[src/rtl/alu_mdu_control.sv]
// alu_mdu_control
// Multiply/divide control unit that sits beside the EX-stage ALU decoder and
// handles the MIPS HI/LO instruction group (MULT, MULTU, DIV, DIVU, MFHI,
// MFLO, MTHI, MTLO). Multiply and divide run on a shared iterative engine
// that retires one bit per cycle. This block owns HI/LO and stalls the
// pipeline while an operation is in flight.
//
// Ports:
//   i_clock      system clock, rising edge
//   i_reset      asynchronous active-high reset
//   i_start      an R-type instruction is presented in EX this cycle
//   i_funct      funct field of the presented instruction
//   i_operand_a  rs value (multiplicand / dividend / MTHI-MTLO source)
//   i_operand_b  rt value (multiplier / divisor)
//   o_result     HI for MFHI, LO for MFLO, 0 otherwise (combinational)
//   o_stall      presented MDU instruction cannot be accepted this cycle
//   o_busy       engine in RUN or FIXUP
//   o_done       one-cycle pulse, HI/LO hold the new result
//   o_hi, o_lo   HI and LO registers
module alu_mdu_control #(
    parameter int NB_DATA  = 32,
    parameter int NB_FUNCT = 6,
    parameter int NB_CNT   = $clog2(NB_DATA) + 1
) (
    input  logic                i_clock,
    input  logic                i_reset,
    input  logic                i_start,
    input  logic [NB_FUNCT-1:0] i_funct,
    input  logic [NB_DATA-1:0]  i_operand_a,
    input  logic [NB_DATA-1:0]  i_operand_b,
    output logic [NB_DATA-1:0]  o_result,
    output logic                o_stall,
    output logic                o_busy,
    output logic                o_done,
    output logic [NB_DATA-1:0]  o_hi,
    output logic [NB_DATA-1:0]  o_lo
);

    localparam logic [NB_FUNCT-1:0] FN_MFHI  = NB_FUNCT'(6'b010000);
    localparam logic [NB_FUNCT-1:0] FN_MTHI  = NB_FUNCT'(6'b010001);
    localparam logic [NB_FUNCT-1:0] FN_MFLO  = NB_FUNCT'(6'b010010);
    localparam logic [NB_FUNCT-1:0] FN_MTLO  = NB_FUNCT'(6'b010011);
    localparam logic [NB_FUNCT-1:0] FN_MULT  = NB_FUNCT'(6'b011000);
    localparam logic [NB_FUNCT-1:0] FN_MULTU = NB_FUNCT'(6'b011001);
    localparam logic [NB_FUNCT-1:0] FN_DIV   = NB_FUNCT'(6'b011010);
    localparam logic [NB_FUNCT-1:0] FN_DIVU  = NB_FUNCT'(6'b011011);

    typedef enum logic [1:0] {ST_IDLE, ST_RUN, ST_FIXUP, ST_DONE} state_t;

    state_t                 state;
    state_t                 state_next;
    logic [NB_CNT-1:0]      cnt;
    logic [2*NB_DATA-1:0]   acc;
    logic [NB_DATA-1:0]     op_reg;
    logic                   op_div;
    logic                   neg_q;
    logic                   neg_rem;
    logic                   div_zero;
    logic [NB_DATA-1:0]     hi_reg;
    logic [NB_DATA-1:0]     lo_reg;

    logic                   is_muldiv;
    logic                   is_mdu;
    logic                   can_accept;
    logic                   accept;
    logic                   start_op;
    logic                   is_signed_op;
    logic                   is_div_funct;
    logic                   sign_a;
    logic                   sign_b;
    logic [NB_DATA-1:0]     mag_a;
    logic [NB_DATA-1:0]     mag_b;
    logic [NB_DATA:0]       mul_sum;
    logic [2*NB_DATA-1:0]   mul_next;
    logic [NB_DATA:0]       rem_shift;
    logic [NB_DATA:0]       diff;
    logic [2*NB_DATA-1:0]   div_next;
    logic [2*NB_DATA-1:0]   prod_fix;
    logic [NB_DATA-1:0]     quot;
    logic [NB_DATA-1:0]     rem;
    logic [NB_DATA-1:0]     fix_hi;
    logic [NB_DATA-1:0]     fix_lo;

    // Instruction decode and acceptance. Only IDLE and DONE can take a new
    // MDU instruction; anything presented in RUN/FIXUP is bounced back via
    // o_stall and has no effect on the engine.
    always_comb begin
        is_muldiv    = (i_funct == FN_MULT) || (i_funct == FN_MULTU) ||
                       (i_funct == FN_DIV)  || (i_funct == FN_DIVU);
        is_mdu       = is_muldiv ||
                       (i_funct == FN_MFHI) || (i_funct == FN_MTHI) ||
                       (i_funct == FN_MFLO) || (i_funct == FN_MTLO);
        can_accept   = (state == ST_IDLE) || (state == ST_DONE);
        accept       = i_start && can_accept;
        start_op     = accept && is_muldiv;
        o_stall      = i_start && is_mdu && !can_accept;
        is_signed_op = (i_funct == FN_MULT) || (i_funct == FN_DIV);
        is_div_funct = (i_funct == FN_DIV) || (i_funct == FN_DIVU);
        sign_a       = is_signed_op && i_operand_a[NB_DATA-1];
        sign_b       = is_signed_op && i_operand_b[NB_DATA-1];
        mag_a        = sign_a ? -i_operand_a : i_operand_a;
        mag_b        = sign_b ? -i_operand_b : i_operand_b;
    end

    // One iteration of each engine. The accumulator holds {partial, operand}:
    // for multiply the low half is the multiplier being shifted out, for
    // divide the low half is the dividend shifting out while quotient bits
    // shift in. A set bit NB_DATA of diff means the trial subtract borrowed.
    always_comb begin
        mul_sum   = {1'b0, acc[2*NB_DATA-1:NB_DATA]} +
                    (acc[0] ? {1'b0, op_reg} : {(NB_DATA+1){1'b0}});
        mul_next  = {mul_sum, acc[NB_DATA-1:1]};
        rem_shift = {acc[2*NB_DATA-1:NB_DATA], acc[NB_DATA-1]};
        diff      = rem_shift - {1'b0, op_reg};
        div_next  = diff[NB_DATA] ?
                    {rem_shift[NB_DATA-1:0], acc[NB_DATA-2:0], 1'b0} :
                    {diff[NB_DATA-1:0],      acc[NB_DATA-2:0], 1'b1};
    end

    // Sign correction applied in FIXUP. The remainder follows the dividend's
    // sign, which also makes a signed divide-by-zero return the original
    // dividend in HI. Most-negative / -1 falls out naturally as 100..0 / 0.
    always_comb begin
        prod_fix = neg_q ? -acc : acc;
        quot     = acc[NB_DATA-1:0];
        rem      = acc[2*NB_DATA-1:NB_DATA];
        if (op_div) begin
            fix_lo = div_zero ? {NB_DATA{1'b1}} : (neg_q ? -quot : quot);
            fix_hi = neg_rem ? -rem : rem;
        end else begin
            fix_lo = prod_fix[NB_DATA-1:0];
            fix_hi = prod_fix[2*NB_DATA-1:NB_DATA];
        end
    end

    // State register.
    always_ff @(posedge i_clock or posedge i_reset) begin
        if (i_reset) begin
            state <= ST_IDLE;
        end else begin
            state <= state_next;
        end
    end

    // Next-state logic. RUN lasts exactly NB_DATA cycles as the counter
    // walks from NB_DATA-1 down to 0.
    always_comb begin
        state_next = state;
        case (state)
            ST_IDLE:  if (start_op) state_next = ST_RUN;
            ST_RUN:   if (cnt == '0) state_next = ST_FIXUP;
            ST_FIXUP: state_next = ST_DONE;
            ST_DONE:  state_next = start_op ? ST_RUN : ST_IDLE;
            default:  state_next = ST_IDLE;
        endcase
    end

    // Engine datapath: operand magnitudes and result signs are captured on
    // an accepted start, then the accumulator iterates while in RUN.
    always_ff @(posedge i_clock or posedge i_reset) begin
        if (i_reset) begin
            cnt      <= '0;
            acc      <= '0;
            op_reg   <= '0;
            op_div   <= 1'b0;
            neg_q    <= 1'b0;
            neg_rem  <= 1'b0;
            div_zero <= 1'b0;
        end else if (start_op) begin
            cnt      <= NB_CNT'(NB_DATA - 1);
            op_div   <= is_div_funct;
            neg_q    <= sign_a ^ sign_b;
            neg_rem  <= sign_a;
            div_zero <= (i_operand_b == '0);
            if (is_div_funct) begin
                acc    <= {{NB_DATA{1'b0}}, mag_a};
                op_reg <= mag_b;
            end else begin
                acc    <= {{NB_DATA{1'b0}}, mag_b};
                op_reg <= mag_a;
            end
        end else if (state == ST_RUN) begin
            acc <= op_div ? div_next : mul_next;
            if (cnt != '0) begin
                cnt <= cnt - NB_CNT'(1);
            end
        end
    end

    // HI/LO registers: loaded with the corrected result as FIXUP closes, or
    // directly by MTHI/MTLO when accepted.
    always_ff @(posedge i_clock or posedge i_reset) begin
        if (i_reset) begin
            hi_reg <= '0;
            lo_reg <= '0;
        end else if (state == ST_FIXUP) begin
            hi_reg <= fix_hi;
            lo_reg <= fix_lo;
        end else if (accept && (i_funct == FN_MTHI)) begin
            hi_reg <= i_operand_a;
        end else if (accept && (i_funct == FN_MTLO)) begin
            lo_reg <= i_operand_a;
        end
    end

    // Outputs. MFHI/MFLO read straight from the registers, so a read in the
    // DONE cycle already sees the fresh result.
    always_comb begin
        o_result = '0;
        if (accept && (i_funct == FN_MFHI)) begin
            o_result = hi_reg;
        end else if (accept && (i_funct == FN_MFLO)) begin
            o_result = lo_reg;
        end
        o_busy = (state == ST_RUN) || (state == ST_FIXUP);
        o_done = (state == ST_DONE);
        o_hi   = hi_reg;
        o_lo   = lo_reg;
    end

endmodule

[config.mk]
export PLATFORM = sky130hd
export DESIGN_NAME = alu_mdu_control
export DESIGN_NICKNAME = d
export VERILOG_FILES = /design/src/rtl/alu_mdu_control.sv
export SDC_FILE = /design/constraint.sdc
export NUM_CORES = 1
export LEC_CHECK = 0
export ABC_AREA = 0
export CAP_MARGIN = 20
export CORE_MARGIN = 2
export CORE_UTILIZATION = 58
export CTS_CLUSTER_DIAMETER = 200
export DETAILED_ROUTE_END_ITERATION = 12
export PLACE_DENSITY = 0.82
export SYNTH_ARGS = -nofsm -noshare
export SYNTH_HDL_FRONTEND = slang
export SYNTH_SLANG_ARGS = --single-unit
[constraint.sdc]
create_clock -name i_clock -period 7.8 [get_ports i_clock]
set_input_delay 1.17 -clock i_clock [delete_from_list [all_inputs] [get_ports i_clock]]
set_output_delay 1.17 -clock i_clock [all_outputs]
set_load 0.05 [all_outputs]
==> reports/summary.log, run 1 <==
qor: outcome.outcome completed
qor: global_route.global_route.overflow_total 0
qor: setup_path.worst-endpoint-required 6.63 ns
qor: sta.report.final.hold_viol_count 0
qor: clock_network.cts_setup_buffers 0
qor: layout.design.final.nets 2082
qor: placement.placedInstanceArea 0.0169 mm^2
qor: layout.drive_above_1_share 5.09%
qor: sta.rsz0062_at_grt false
qor: floorplan.rows 58
qor: setup_path.cp_slowest_stage_delay 0.81 ns
qor: global_route.grt_pass1_vias 14.2k
qor: power_and_ir_drop.power_frac_seq 24.9%
qor: floorplan.core_area 0.0253 mm^2
qor: clock_network.cts_max_level 4
qor: setup_path.critical_path.cell_chain clkdlybuf4s50_1, nand3b_1, or3_1, nor4_2, buf_4, a22o_1, clkdlybuf4s50_1
qor: synthesis.postSynthRegisterBits 172
qor: clock_network.post_cts_resized 0
qor: drt.detail_route.wirelength.met1 20400 um
qor: clock_network.clock_latency 0.45 ns
qor: power_and_ir_drop.power.switching 0.00376 W
qor: power_and_ir_drop.p_int 0.00344 W
qor: sta.hold_ws 0.490 ns
qor: drt.drc_errors 0
qor: floorplan.die_w 165 um
qor: setup_path.timing_worst_setup_path_type in -> out
qor: power_and_ir_drop.clock_power_share 12.5%
qor: clock_network.sink_count_of_the_clock_tree 172
qor: clock_network.cts_inserted_buffers 17
qor: layout.layout_common_cells sky130_fd_sc_hd__nand2_1, sky130_fd_sc_hd__dfrtp_1, sky130_fd_sc_hd__clkdlybuf4s50_1
qor: hold_path.whs_path_depth 2
qor: drt.detail-route-antenna-nets 0
qor: synthesis.number_of_enable_flip_flop_cells_after_synthesis 0
qor: setup_path.worst-path-buf-inv 3
qor: global_route.grt_start_max_net_pins 98
qor: power_and_ir_drop.max-vdd-ir-drop 0.489 mV
qor: setup_path.ff2ff_setup_slack 3.62 ns
qor: global_route.gr_usage_total 36.8%
qor: synthesis.synth-main-ff-cell sky130_fd_sc_hd__dfrtp_1
qor: layout.layout-area-overhead-vs-synth 16.9%
qor: synthesis.synthArstFlopShare 100%
qor: setup_path.worst_setup_path_end_kind output port
qor: setup_path.cell_mode_on_critical_path sky130_fd_sc_hd__clkdlybuf4s50_1
qor: layout.num-fill-cells 2090
qor: clock_network.cts-root-to-sink-buffers 2
qor: synthesis.synthesis.nets 1986
qor: sta.fmax 197 MHz
qor: synthesis.synth_cell_types 82
qor: floorplan.die_area 0.0272 mm^2
qor: drt.routed_met2_length 22900 um
qor: drt.vias 15.2k
qor: sta.report.final.slew_viol_count 0
qor: sta.period_minus_slack 5.08 ns
qor: sta.relSlewSlack 30.1%
qor: sta.clock-skew-final 0.0196 ns
qor: setup_path.critical_path.reg2reg.startpoint acc[31]$_DFFE_PP0P_
qor: sta.timing.setup.tns 0 ns
qor: clock_network.tritoncts_clock_tree done
qor: setup_path.setup.worst_path.start_class input pin
qor: drt.first_iteration_detailed_routing_drc_count 1600
qor: drt.viasPerCell 6.67
qor: layout.finish.utilization 69.3%
qor: synthesis.synth_sequential_area_ratio 28.7%
qor: layout.regMostFlops acc
qor: hold_path.hold_path_startpoint op_reg[19]$_DFFE_PP0P_
qor: clock_network.postCtsHoldBufs 0
qor: setup_path.data_arrival_time_of_the_worst_path 3.91 ns
qor: layout.final_area 0.0176 mm^2
qor: placement.portBuffers 171
qor: sta.worst_margin_slew 1.05 ns
qor: job.max_cap_viol_count 0
qor: setup_path.timing.critical_path.max_delay_family buffers and inverters
qor: layout.largest_register_ffs 64
qor: hold_path.hold_path.class reg -> reg
qor: hold_path.hold_path_end op_reg[19]$_DFFE_PP0P_
qor: synthesis.syn_area 0.0150 mm^2
qor: synthesis.synth_top_cell_by_area sky130_fd_sc_hd__dfrtp_1
qor: drt.firstDrtPassIters 6
qor: floorplan.pin_count 172
qor: setup_path.startpoint i_funct[5]
qor: drt.routedWlPerCell 22.3 um
qor: sta.post-route-period-util 65.1%
qor: power_and_ir_drop.comb_power_share 62.6%
qor: clock_network.clock_root_buffer sky130_fd_sc_hd__clkbuf_16
qor: setup_path.path_max_fanout 32
qor: setup_path.timing.rr.end acc[48]$_DFFE_PP0P_
qor: floorplan.floorplan.initialDensity 59.3%
qor: drt.top_signal_layer_used met4
qor: placement.dp.final_hpwl 36700 um
qor: placement.gpl.final_weighted_congestion 0.978
qor: floorplan.die-height 165 um
qor: synthesis.top_area_cells_in_the_synthesized_netlist sky130_fd_sc_hd__dfrtp_1, sky130_fd_sc_hd__ha_1, sky130_fd_sc_hd__xor2_1, sky130_fd_sc_hd__a21oi_1, sky130_fd_sc_hd__mux2i_1
qor: synthesis.syn_area_per_cell 8.17 um^2
qor: drt.finalWirelength 50700 um
qor: layout.final_common_cell sky130_fd_sc_hd__nand2_1
qor: power_and_ir_drop.powerDensity 410 mW/mm^2
qor: global_route.grt_pass1_wl 77800 um
qor: power_and_ir_drop.power.switching_fraction 52.2%
qor: setup_path.ff2ff_path_depth 14
qor: sta.setup-violations-final 0
qor: setup_path.crit_slowest_cell sky130_fd_sc_hd__clkdlybuf4s50_1
qor: synthesis.netlist_instances 1837
qor: power_and_ir_drop.leakagePower 6.78 nW
qor: drt.wl_met3 4240 um
qor: synthesis.synth_warnings 0
qor: synthesis.synth_top_cell_area_share 28.7%
qor: clock_network.worst_path_clk_slew 0.07 ns
qor: global_route.grt_antenna_before_repair 1
## per-stage QoR
step           cells  total power (W)  worst slack, ns
6_report        2277          0.00720             2.72
3_3_place_gp    2243          0.00613             2.86
2_1_floorplan   1837          0.00498             1.97
3_5_place_dp    2243          0.00621             2.75
4_1_cts         2275          0.00712             2.75
5_1_grt         2277          0.00767             2.58
## synth_stat cells, types with 20 or more instances
cell type and instances:
sky130_fd_sc_hd__nand2_1 174, sky130_fd_sc_hd__o21ai_0 123, sky130_fd_sc_hd__o22ai_1 23, sky130_fd_sc_hd__o221ai_1 43, sky130_fd_sc_hd__mux2i_1 74, sky130_fd_sc_hd__nand3_1 33, sky130_fd_sc_hd__nor2b_1 52, sky130_fd_sc_hd__a22o_1 33
sky130_fd_sc_hd__nor2_1 138, sky130_fd_sc_hd__xor2_1 101, sky130_fd_sc_hd__or3_1 20, sky130_fd_sc_hd__inv_1 61, sky130_fd_sc_hd__nor3_1 33, sky130_fd_sc_hd__clkbuf_1 102, sky130_fd_sc_hd__dfrtp_1 172, sky130_fd_sc_hd__o31ai_1 30
sky130_fd_sc_hd__xnor2_1 70, sky130_fd_sc_hd__ha_1 74, sky130_fd_sc_hd__a211oi_1 38, sky130_fd_sc_hd__a21oi_1 149
## power groups by stage
stage	Clock (W)	Sequential, W	Combinational, W
final	0.000898	0.00179	0.00451
after global placement	0	0.00177	0.00435
after floorplan	0	0.00206	0.00292
after CTS	0.000894	0.00177	0.00446
after global routing	0.000931	0.00184	0.00490
after detailed placement	0	0.00179	0.00443
## logic make-up after synthesis
kind of cell	count (synthesis)	synth area share, %
AOI/OAI and AO/OA	614	27.2
and+or+nand+nor	546	17.7
adders and majority gates	76	6.43
buffers and inverters	178	4.55
DFF	172	28.7
muxes	79	5.31
xor gates and xnor gates	172	10.1
## area by class of cell
| cell class | instances | area (um^2) | share of cell area (%) |
|---|---|---|---|
| Timing Repair Buffer | 194 | 1900 | 10.8 |
| Antenna cell | 1 | 2.50 | 0.0143 |
| Sequential cell | 172 | 4310 | 24.5 |
| Clock inverter | 14 | 173 | 0.983 |
| Clock buffer | 18 | 439 | 2.50 |
| Tap cell | 330 | 413 | 2.35 |
| Inverter | 61 | 234 | 1.33 |
| Multi-Input combinational cell | 1487 | 10100 | 57.5 |
## layer usage
metal | up-vias | track usage [%]
li1 | 6938 | -
met1 | 7267 | 48.0
met2 | 808 | 58.3
met3 | 167 | 5.70
met4 | 0 | 20.7
met5 | - | 0
## worst reg2reg max path, stage by stage, from the launching register on
cell and delay, ns:
sky130_fd_sc_hd__dfrtp_1 0.47, sky130_fd_sc_hd__inv_1 0.12, sky130_fd_sc_hd__ha_1 0.25, sky130_fd_sc_hd__fa_1 0.41, sky130_fd_sc_hd__nor2b_1 0.21, sky130_fd_sc_hd__o31a_1 0.22
sky130_fd_sc_hd__o21a_1 0.28, sky130_fd_sc_hd__a211oi_2 0.16, sky130_fd_sc_hd__nor3_2 0.30, sky130_fd_sc_hd__o22ai_4 0.12, sky130_fd_sc_hd__xnor2_1 0.57, sky130_fd_sc_hd__buf_4 0.34
sky130_fd_sc_hd__mux2_2 0.35, sky130_fd_sc_hd__mux2i_1 0.13, sky130_fd_sc_hd__a21oi_1 0.08
## how the worst max path moves through the flow
stage | to | slack [ns] | depth (start not counted)
after global routing | o_result[13] | 2.58 | 8
after floorplan | acc[0]$_DFFE_PP0P_ | 1.97 | 1
after CTS | o_result[14] | 2.75 | 7
after global placement | o_result[11] | 2.86 | 7
final | o_result[14] | 2.72 | 7
after detailed placement | o_result[14] | 2.75 | 7
Power figures use the tool's default switching activity.
==> run 2: changes to the inputs <==
Clock period 7.8 ns to 4.89 ns, I/O delays scaled along.
==> run 2 against run 1 <==
  * Sequential cell count did not move
  * Sequential share of layout area hardly changed
  * Clock skew is 0.0031 ns lower
  * Count of clock-buffer cells in the layout is the same
  * Wire length is 0.47% lower
  * Cell count increased by 0.31%
  * Non-clock buffer count grew 7
  * Via count is 1.6% higher
  * First-iteration DRC count shrank 1.4%
  * Core utilization rose by 0.069 points
  * Combinational power rose by 62%
  * Largest cell class unchanged
  * Highest routed layer unchanged
==> reports/summary.log, run 2 (synthesis gave the netlist of run 1 again) <==
qor: outcome.outcome completed
qor: floorplan.pin_count 172 [unchanged]
qor: power_and_ir_drop.max-vdd-ir-drop 0.825 mV [+69%]
qor: floorplan.floorplan.initialDensity 59.3% [unchanged]
qor: drt.firstDrtPassIters 6 [unchanged]
qor: setup_path.data_arrival_time_of_the_worst_path 3.48 ns [-0.43 ns]
qor: sta.fmax 238 MHz
qor: clock_network.cts_setup_buffers 0 [unchanged]
qor: sta.timing.setup.tns 0 ns [unchanged]
qor: layout.num-fill-cells 2062 [-1.3%]
qor: floorplan.die_w 165 um [unchanged]
qor: drt.finalWirelength 50500 um [-0.47%]
qor: layout.layout_common_cells sky130_fd_sc_hd__nand2_1, sky130_fd_sc_hd__dfrtp_1, sky130_fd_sc_hd__clkdlybuf4s50_1
qor: sta.period_minus_slack 4.21 ns
qor: global_route.grt_antenna_before_repair 1 [unchanged]
qor: hold_path.hold_path.class reg -> reg
qor: sta.post-route-period-util 86.1%
qor: sta.worst_margin_slew 1.11 ns [+0.0627 ns]
qor: power_and_ir_drop.powerDensity 656 mW/mm^2 [+60%]
qor: drt.drc_errors 0 [unchanged]
qor: sta.setup_ws 0.681 ns [-2.04 ns]
qor: layout.drive_above_1_share 5.38% [+0.29 points]
qor: sta.relSlewSlack 26.1% [-3.9 points]
qor: drt.wl_met3 4680 um [+10%]
qor: global_route.global_route.overflow_total 0 [unchanged]
qor: setup_path.setup.worst_path.start_class input pin
qor: power_and_ir_drop.leakagePower 6.79 nW [+0.19%]
qor: clock_network.worst_path_clk_slew 0.07 ns [about the same]
qor: layout.final_common_cell sky130_fd_sc_hd__nand2_1
qor: placement.dp_slack 0.706 ns [-2.04 ns]
qor: clock_network.cts-root-to-sink-buffers 2 [unchanged]
qor: drt.routed_met2_length 22800 um [-0.42%]
qor: layout.largest_register_ffs 64 [unchanged]
qor: floorplan.die-height 165 um [unchanged]
qor: job.max_cap_viol_count 0 [unchanged]
qor: drt.viasPerCell 6.75 [+1.3%]
qor: floorplan.rows 58 [unchanged]
qor: sta.clock-skew-final 0.0165 ns [-0.00312 ns]
qor: setup_path.worst_setup_path_end_kind output port
qor: floorplan.core_area 0.0253 mm^2 [unchanged]
qor: drt.detail-route-antenna-nets 0 [unchanged]
qor: sta.report.final.hold_viol_count 0 [unchanged]
qor: global_route.grt_pass1_wl 77800 um [about the same]
qor: drt.detail_route.wirelength.met1 19900 um [-2.8%]
qor: clock_network.sink_count_of_the_clock_tree 172 [unchanged]
qor: clock_network.post_cts_resized 0 [unchanged]
qor: sta.report.final.slew_viol_count 0 [unchanged]
qor: setup_path.path_max_fanout 32 [unchanged]
qor: drt.vias 15.4k [+1.6%]
qor: global_route.grt_pass1_vias 14.5k [+2.1%]
qor: clock_network.cts_inserted_buffers 17 [unchanged]
qor: layout.design.final.nets 2089 [+0.34%]
qor: drt.top_signal_layer_used met4
qor: layout.multiInputGateArea 0.0101 mm^2 [unchanged]
qor: layout.regMostFlops acc
qor: drt.routedWlPerCell 22.1 um [-0.77%]
qor: clock_network.clock_root_buffer sky130_fd_sc_hd__clkbuf_16
qor: global_route.grt_start_max_net_pins 173 [+77%]
qor: drt.first_iteration_detailed_routing_drc_count 1577 [-1.4%]
qor: layout.seq_area 0.00431 mm^2 [unchanged]
qor: clock_network.cts_max_level 4 [unchanged]
qor: placement.dp.final_hpwl 37100 um [+1.0%]
qor: setup_path.timing_worst_setup_path_type in -> out
qor: placement.gpl.final_weighted_congestion 0.954 [-2.5%]
qor: clock_network.tritoncts_clock_tree done
qor: clock_network.clock_latency 0.45 ns [about the same]
qor: sta.setup-violations-final 0 [unchanged]
qor: sta.rsz0062_at_grt false
qor: placement.portBuffers 171 [unchanged]
qor: clock_network.postCtsHoldBufs 0 [unchanged]
qor: layout.layout-area-overhead-vs-synth 17.0% [about the same]
qor: floorplan.die_area 0.0272 mm^2 [unchanged]
qor: setup_path.worst-endpoint-required 4.16 ns [-2.47 ns]
qor: global_route.gr_usage_total 36.8% [about the same]
==> run 2: changes by cell type in the layout (fill, tap and decap cells not counted), sizes merged <==
cell,before,now
buf,23,30
clkinv,8,5
clkinvlp,0,2
inv,67,68
==> run 2: path summary, 6_finish.rpt <==
check                                  startpoint                     end  slack, ns  cells past startpoint
max                                    i_funct[5]            o_result[30]       0.68                      7
min reg2reg                op_reg[12]$_DFFE_PP0P_  op_reg[12]$_DFFE_PP0P_       0.49                      2
max reg2reg                   acc[32]$_DFFE_PP0P_     acc[61]$_DFFE_PP0P_       0.97                     13
min in group asynchronous                 i_reset    o_hi[10]$_DFFE_PP0P_       0.81                      3
min                        op_reg[12]$_DFFE_PP0P_  op_reg[12]$_DFFE_PP0P_       0.49                      2
max in group asynchronous                 i_reset     acc[56]$_DFFE_PP0P_       3.17                      3
==> run 2: metal layers <==
metal | global-route usage [%] | vias up
li1 | - | 6944
met1 | 48.1 | 7375
met2 | 57.9 | 930
met3 | 6.05 | 174
met4 | 20.9 | 0
met5 | 0 | -
==> run 2: where the power goes <==
part / leakage, nW / switching, W / internal, W
sequential: 2.08 / 0.000868 / 0.00199
combinational: 4.44 / 0.00444 / 0.00286
clock: 0.278 / 0.000691 / 0.000681
==> run 2: through the flow <==
step	instance area (um^2)	cells	hold WS [ns]	power, W	util, %
3_5_place_dp	17000	2251	0.477	0.0100	67.1
4_1_cts	17600	2283	0.497	0.0114	69.4
5_1_grt	17600	2284	0.515	0.0123	69.4
3_3_place_gp	17000	2251	0.473	0.00982	67.1
6_report	17600	2284	0.491	0.0115	69.4
2_1_floorplan	15000	1837	0.439	0.00794	-
==> run 2: area by class of cell <==
| type | count | share of cell area [%] |
|---|---|---|
| repair buffers | 201 | 11.2 |
| inverters | 61 | 1.32 |
| clock buffers | 18 | 2.44 |
| well taps | 330 | 2.35 |
| multi-input cells | 1487 | 57.4 |
| diodes | 1 | 0.0142 |
| flip-flops and latches | 172 | 24.5 |
| clock inverters | 14 | 0.819 |
==> run 2: worst max-delay path, stage by stage <==
cell and delay (ns):
sky130_fd_sc_hd__clkdlybuf4s50_1 0.43, sky130_fd_sc_hd__nand3b_1 0.23, sky130_fd_sc_hd__or3_1 0.42, sky130_fd_sc_hd__nor4_2 0.19, sky130_fd_sc_hd__buf_4 0.40, sky130_fd_sc_hd__a22o_1 0.23, sky130_fd_sc_hd__clkdlybuf4s50_1 0.80
